--- src/rtl/im_loader.sv ---
// im_loader: boot loader that assembles a framed, checksummed byte stream into
// big-endian instruction words and holds the CPU until the image is verified.
module im_loader #(
    parameter int NMEM = 20,
    parameter int AW   = 7
) (
    input  logic          clk,
    input  logic          rst_n,
    input  logic          in_valid,
    input  logic [7:0]    in_data,
    output logic          in_ready,
    input  logic          restart,
    output logic          im_we,
    output logic [AW-1:0] im_waddr,
    output logic [31:0]   im_wdata,
    output logic          cpu_hold,
    output logic          done,
    output logic          err
);
    typedef enum logic [2:0] {S_LEN_HI, S_LEN_LO, S_DATA, S_CSUM, S_DONE, S_ERR} state_t;

    state_t        state_q, state_d;
    logic [15:0]   len_q, len_d, wcnt_q, wcnt_d;
    logic [1:0]    bcnt_q, bcnt_d;
    logic [23:0]   word_q, word_d;
    logic [7:0]    xor_q, xor_d;
    logic          we_q, we_d;
    logic [AW-1:0] waddr_q, waddr_d;
    logic [31:0]   wdata_q, wdata_d;
    logic          acc;

    assign in_ready = (state_q != S_DONE) && (state_q != S_ERR);
    assign acc      = in_valid && in_ready;
    assign im_we    = we_q;
    assign im_waddr = waddr_q;
    assign im_wdata = wdata_q;
    assign cpu_hold = state_q != S_DONE;
    assign done     = state_q == S_DONE;
    assign err      = state_q == S_ERR;

    always_comb begin
        state_d = state_q;
        len_d   = len_q;
        wcnt_d  = wcnt_q;
        bcnt_d  = bcnt_q;
        word_d  = word_q;
        xor_d   = xor_q;
        we_d    = 1'b0;
        waddr_d = waddr_q;
        wdata_d = wdata_q;
        // The checksum byte itself is excluded from the running XOR
        if (acc && state_q != S_CSUM) xor_d = xor_q ^ in_data;
        case (state_q)
            S_LEN_HI: if (acc) begin
                len_d[15:8] = in_data;
                state_d     = S_LEN_LO;
            end
            S_LEN_LO: if (acc) begin
                len_d[7:0] = in_data;
                state_d    = (len_d > 16'(NMEM)) ? S_ERR : (len_d == 16'd0) ? S_CSUM : S_DATA;
            end
            S_DATA: if (acc) begin
                word_d = {word_q[15:0], in_data};
                bcnt_d = bcnt_q + 2'd1;
                if (bcnt_q == 2'd3) begin
                    we_d    = 1'b1;
                    wdata_d = {word_q, in_data};
                    waddr_d = wcnt_q[AW-1:0];
                    wcnt_d  = wcnt_q + 16'd1;
                    if (wcnt_d == len_q) state_d = S_CSUM;
                end
            end
            S_CSUM: if (acc) state_d = (in_data == xor_q) ? S_DONE : S_ERR;
            default: if (restart) begin
                state_d = S_LEN_HI;
                len_d   = '0;
                wcnt_d  = '0;
                bcnt_d  = '0;
                xor_d   = '0;
                waddr_d = '0;
            end
        endcase
    end

    always_ff @(posedge clk or negedge rst_n) begin
        if (!rst_n) begin
            state_q <= S_LEN_HI;
            len_q   <= '0;
            wcnt_q  <= '0;
            bcnt_q  <= '0;
            word_q  <= '0;
            xor_q   <= '0;
            we_q    <= 1'b0;
            waddr_q <= '0;
            wdata_q <= '0;
        end else begin
            state_q <= state_d;
            len_q   <= len_d;
            wcnt_q  <= wcnt_d;
            bcnt_q  <= bcnt_d;
            word_q  <= word_d;
            xor_q   <= xor_d;
            we_q    <= we_d;
            waddr_q <= waddr_d;
            wdata_q <= wdata_d;
        end
    end
endmodule

--- config.mk ---
export PLATFORM = sky130hd
export DESIGN_NAME = im_loader
export DESIGN_NICKNAME = d
export VERILOG_FILES = /design/src/rtl/im_loader.sv
export SDC_FILE = /design/constraint.sdc
export NUM_CORES = 1
export LEC_CHECK = 0
export BUFFER_PORTS_ARGS = -buffer_cell sky130_fd_sc_hd__buf_2
export CORE_ASPECT_RATIO = 1.4
export CORE_MARGIN = 5
export CORE_UTILIZATION = 50
export CTS_BUF_LIST = sky130_fd_sc_hd__clkbuf_16
export DETAILED_ROUTE_END_ITERATION = 12
export GPL_TIMING_DRIVEN = 0
export PLACE_DENSITY = 0.7
export SYNTH_ARGS = -nofsm -noshare
export SYNTH_HDL_FRONTEND = slang
export SYNTH_SLANG_ARGS = --single-unit
--- constraint.sdc ---
create_clock -name clk -period 2.5 [get_ports clk]
set_input_delay 0.125 -clock clk [delete_from_list [all_inputs] [get_ports clk]]
set_output_delay 0.125 -clock clk [all_outputs]
set_load 0.05 [all_outputs]
# Yosys cells after proc, flatten, opt, wreduce, memory -nomap -nowiden
# Index checks and enable logic that the tools add are counted.
[op_classes]
addsub = 2
muxes = 31
bitwise_logic = 4
n_reduce_logical = 20
magnitude_cmp = 1
n_eq_ne = 17
[op_table]
columns = ["op", "n"]
rows = [
  ["$mux W16", 3],
  ["$mux W8", 4],
  ["$pmux W16 S2", 1],
  ["$pmux W8 S2", 2],
  ["$mux W3", 8],
  ["$mux W7", 3],
  ["$add A16 B1 Y16 const B", 1],
  ["$eq A16 B16 Y1", 1],
  ["$gt A16 B5 Y1 const B", 1],
  ["$logic_not A16 Y1", 1],
  ["$pmux W7 S2", 1],
  ["$ne A2 B2 Y1 const B", 6],
  ["$pmux W3 S4", 1],
  ["$reduce_and A3 Y1", 4],
  ["$reduce_or A3 Y1", 3],
  ["$eq A8 B8 Y1", 1],
  ["$xor A8 B8 Y8", 1],
  ["$reduce_and A7 Y1", 1],
  ["$eq A3 B2 Y1 const B", 2],
  ["$eq A3 B3 Y1 const B", 2],
  ["$ne A3 B3 Y1 const B", 2],
  ["$reduce_bool A2 Y1", 3],
  ["$mux W1", 5],
  ["$reduce_bool A5 Y1", 1],
  ["12 further kinds", 17],
]
[word_totals]
output_inout_bits = 44
inputBits = 12
wordCells = 85
register_bits = 109

# Longest topological paths before layout
[depth]
depth_word = 7
mapped_depth = 10

# Worst setup path before layout
# No wires, ideal clock.
[synth_path]
path_type = "register to register"
from = "register wcnt_q[1]"
to = "register state_q[0]"
required_time_ns = 2.397
path_stages_with_launch = 9
arrival_ns = 1.980
path_slack_ns = 0.417
n_path_buf = 1
cell_sequence = "dfrtp_1 -> ha_1 -> and3_1 -> buf_4 -> and3_4 -> xnor2_1 -> a2111oi_2 -> nand4_1 -> o41ai_2"
[synth_via]
elab_chain_cells = 4
[synth_lines]
columns = ["item", "line_no", "source"]
rows = [
  ["start, declared", "23", "logic [15:0] len_q, len_d, wcnt_q, wcnt_d;"],
  ["start signal, assigned", "99", "wcnt_q <= wcnt_d;"],
  ["$add A16 B1 Y16", "69", "wcnt_d = wcnt_q + 16'd1;"],
  ["$eq A16 B16 Y1", "70", "if (wcnt_d == len_q) state_d = S_CSUM;"],
  ["$ne A2 B2 Y1 (no source line)", "-", ""],
  ["$reduce_and A7 Y1 (no source line)", "-", ""],
  ["end signal, assigned", "97", "state_q <= state_d;"],
  ["end, declared", "22", "state_t state_q, state_d;"],
]
# No other way between the ends.
# A chain may end at the register's enable or synchronous reset.

# Final worst setup path
[layout_path]
from = "register state_q[0]"
to = "register wdata_q[5], in the netlist im_wdata[5]"
[layout_via]
elab_chain_cells = 4
elab_cells_between_ends = 6
[layout_lines]
columns = ["item", "line_no", "source"]
rows = [
  ["$ne A3 B3 Y1", "32", "assign in_ready = (state_q != S_DONE) && (state_q != S_ERR);"],
  ["$logic_and A1 B1 Y1", "32", ""],
  ["$logic_and A1 B1 Y1", "33", "assign acc = in_valid && in_ready;"],
  ["$reduce_and A3 Y1 (no source line) (*)", "-", ""],
  ["end signal, assigned", "105", "wdata_q <= wdata_d;"],
  ["end, declared", "29", "logic [31:0] wdata_q, wdata_d;"],
]
# Every way passes the cells marked *; elsewhere a longest branch is shown, timed or not.

==> out/qor.yml <==
run_status: "finished, final reports clean"
start_kind: "register"
worst_pin_slew_ns: 0.707
hold_path_class: "in -> reg"
syn_area_per_cell_um2: 9.29
fill_cells: 903
cp_data_required_time_ns: 2.79
clk_latency_ns: 0.35
fin_nets: 627
yosysSeqAreaShare_pct: 53.1
grt_antenna_before_repair: 0
vias_per_cell: 5.45
antenna_cells: 0
ys_top_cells_by_area: "dfrtp_1 53%, nand2_1 13%, mux2_2 5.5%, o21ai_0 3.8%, xor2_1 3.1%"
finalHoldViolCount: 0
hpwlAfterDp_um: 8880
synthesis.nets: 567
setup_viol: 0
drt_iter0_drc: 233
min_from: "in_valid"
fp.dieW_um: 95.7
r2r-start: "state_q[0]$_DFFE_PN0P_"
routed-via-count: 4103
async_reset_ff_share_pct: 100
port_buffers: 47
max_cap_viol_count: 0
cts_buffers: 9
hold_path_depth: 3
slowest_delay_ns: 0.45
cts.clk_slew.worst_paths_ns: 0.08
critical_path_class: "reg -> reg"
arrival_ns: 2.65
antenna_left: 0
reg2reg_depth: 8
fin_crit_sh_pct: 94.5
area_growth_pct: 14.4
worstPathMaxFanout: 10
ff2ff_setup_slack_ns: 0.14
post_drt_wl_per_cell_um: 16.7
wl_um: 12500
powerDensity_nw_per_um2: 768
whs_endpoint: "state_q[1]$_DFFE_PN0P_"
cts.sinks: 109
synth_top_area_cell: "dfrtp_1"
cts_buffer_depth: 2
grt_pass1_vias: 4260
synth.distinct_cells: 52
irDropWorstVdd_v: 0.000516
final_util_pct: 58.7
overflow: 0
ios: 56
syn_area_um2: 5130
dieArea_um2: 12400
yosys_most_used_dff: "dfrtp_1"
max_slew_margin_pct: 52.5
cp-end-kind: "register"
clock_skew_ns: 0.00989
r2r-end: "im_wdata[5]$_DFFE_PN0P_"
ys_ff_latch: 109
crit_top_cell: "nand2_1"
grt_pass1_wl_um: 20900
grtUsageTotal_pct: 21.7
postCtsSetupBuffers: 0
drtPass1Iterations: 5
dp_cells: 736
ys_warn_count: 0
yosys.area.top_type_share_pct: 53.1
rows: 43
synthCells: 553
worstPathCellList: "clkbuf_1 -> nor4bb_1 -> buf_2 -> nand2_1 -> clkinv_1 -> clkbuf_1 -> nand2_1 -> nand2_1"
cts_tree: "yes"
slew_violations: 0
synth_edf_count: 0
slowest_stage: "clkbuf_1"
final_cells: 753
drc: 0
die_h_um: 130
power_leakage_nw: 2.96
fmax_mhz: 423
rsz0062_at_grt: "yes"
core-area_um2: 10000
initial_core_util_pct: 51.3
grt_max_degree: 71
h-tree-depth: 3
period_minus_slack_ns: 2.36
drive_above_1_share_pct: 17.5
globalplace.congestion: 0.896
cts_root_buffer: "clkbuf_16"
[kinds of logic after synthesis]
group	after synthesis	share of synthesized area, %
AND/OR/NAND/NOR	266	22.3
flip-flops	109	53.1
AO/OA/AOI/OAI	74	8.99
buffers and inverters	43	3.75
XOR/XNOR	33	5.63
multiplexers	26	5.68
adder cells (fa/ha/maj)	2	0.487
[sequential cells by signal, indices dropped and copies added, names as in the netlist]
name      cells
bcnt_q        2
im_waddr      7
im_wdata     32
im_we         1
len_q        16
state_q       3
wcnt_q       16
word_q       24
xor_q         8
[cell usage in the layout (no fill, tap or decap), types with 2 or more instances in the layout]
| cell | count |
|---|---|
| nand2_1 | 183 |
| dfrtp_1 | 108 |
| buf_2 | 53 |
| o21ai_0 | 39 |
| mux2_2 | 25 |
| clkbuf_1 | 22 |
| nor2_1 | 22 |
| nand3_1 | 20 |
| xor2_1 | 18 |
| xnor2_1 | 15 |
| clkbuf_16 | 9 |
| o31ai_1 | 7 |
| a21oi_1 | 7 |
| inv_1 | 6 |
| and2_1 | 5 |
| nand4_1 | 5 |
| buf_4 | 5 |
| nand2b_1 | 4 |
| nor4_1 | 4 |
| a31oi_1 | 4 |
| buf_1 | 3 |
| nor3_1 | 3 |
| o211ai_1 | 3 |
| or4_1 | 2 |
| nor3b_1 | 2 |
| and3_1 | 2 |
| o41ai_1 | 2 |
| nor2b_1 | 2 |
| nand3b_1 | 2 |
| or3_1 | 2 |
| clkinv_4 | 2 |
[worst max-delay path by stage]
stage                                       from                       end  slack [ns]  depth (start not counted)
after floorplan            wcnt_q[1]$_DFFE_PN0P_    state_q[0]$_DFFE_PN0P_        0.42                          8
after global placement                     rst_n  im_wdata[23]$_DFFE_PN0P_        0.13                          1
after detailed placement   wcnt_q[1]$_DFFE_PN0P_    state_q[0]$_DFFE_PN0P_        0.15                          8
after CTS                  wcnt_q[1]$_DFFE_PN0P_    state_q[0]$_DFFE_PN0P_        0.08                          8
after global routing      state_q[2]$_DFFE_PN0P_   im_wdata[9]$_DFFE_PN0P_      -0.007                          8
final                     state_q[0]$_DFFE_PN0P_   im_wdata[5]$_DFFE_PN0P_        0.14                          8
[worst max-delay path: cells and delay by family, from the launching register on]
kind | cells | cell delay, ns
and+or+nand+nor | 4 | 0.78
DFF | 1 | 0.37
buffers and inverters | 4 | 1.15
[cells in the mapped netlist, drive strengths merged (7+ instances only)]
cell type,n
nand2,184
dfrtp,109
o21ai,40
mux2,25
clkbuf,23
nor2,23
nand3,20
xor2,18
xnor2,15
buf,14
a21oi,7
o31ai,7
[per-layer routing]
layer  vias to the layer above  wire [µm]  GRT usage (%)
li1                       1953          -              -
met1                      2012       5260           26.7
met2                       110       6470           36.9
met3                        28        398           2.65
met4                         0        416           11.4
met5                         -          0              0
[per-stage QoR]
step | instance area, µm² | setup TNS [ns] | setup WS, ns | hold WS, ns | total power (W)
floorplan | 5130 | 0 | 0.417 | -0.171 | 0.00288
global placement | 5540 | 0 | 0.126 | 0.431 | 0.00311
detailed placement | 5570 | 0 | 0.145 | 0.140 | 0.00316
CTS | 5870 | 0 | 0.0790 | 0.0798 | 0.00454
global route | 5870 | -0.0212 | -0.00676 | 0.101 | 0.00475
finish | 5870 | 0 | 0.137 | 0.0953 | 0.00451
[what timing repair did]
item / in CTS / in global routing
endpoints found under the setup margin: 0 / 8
gates resized for setup: 0 / 4
hold endpoints to repair: 39 / 0
hold buffers: 1 / 0
[where the power goes]
group / internal (W) / switching, W
clock: 0.000694 / 0.000678
sequential: 0.00196 / 0.000169
combinational: 0.000370 / 0.000641
total: 0.00302 / 0.00149
[area by class of cell]
| type | instances | area, µm² | area share, % |
|---|---|---|---|
| inverters | 6 | 22.5 | 0.383 |
| well taps | 135 | 169 | 2.88 |
| multi-input cells | 401 | 2220 | 37.8 |
| clock buffers | 9 | 225 | 3.83 |
| clock inverters | 7 | 62.6 | 1.07 |
| repair buffers | 49 | 275 | 4.69 |
| plain buffers | 37 | 170 | 2.90 |
| flip-flops and latches | 109 | 2730 | 46.5 |
Note: power is estimated with default switching activity, not from simulation.
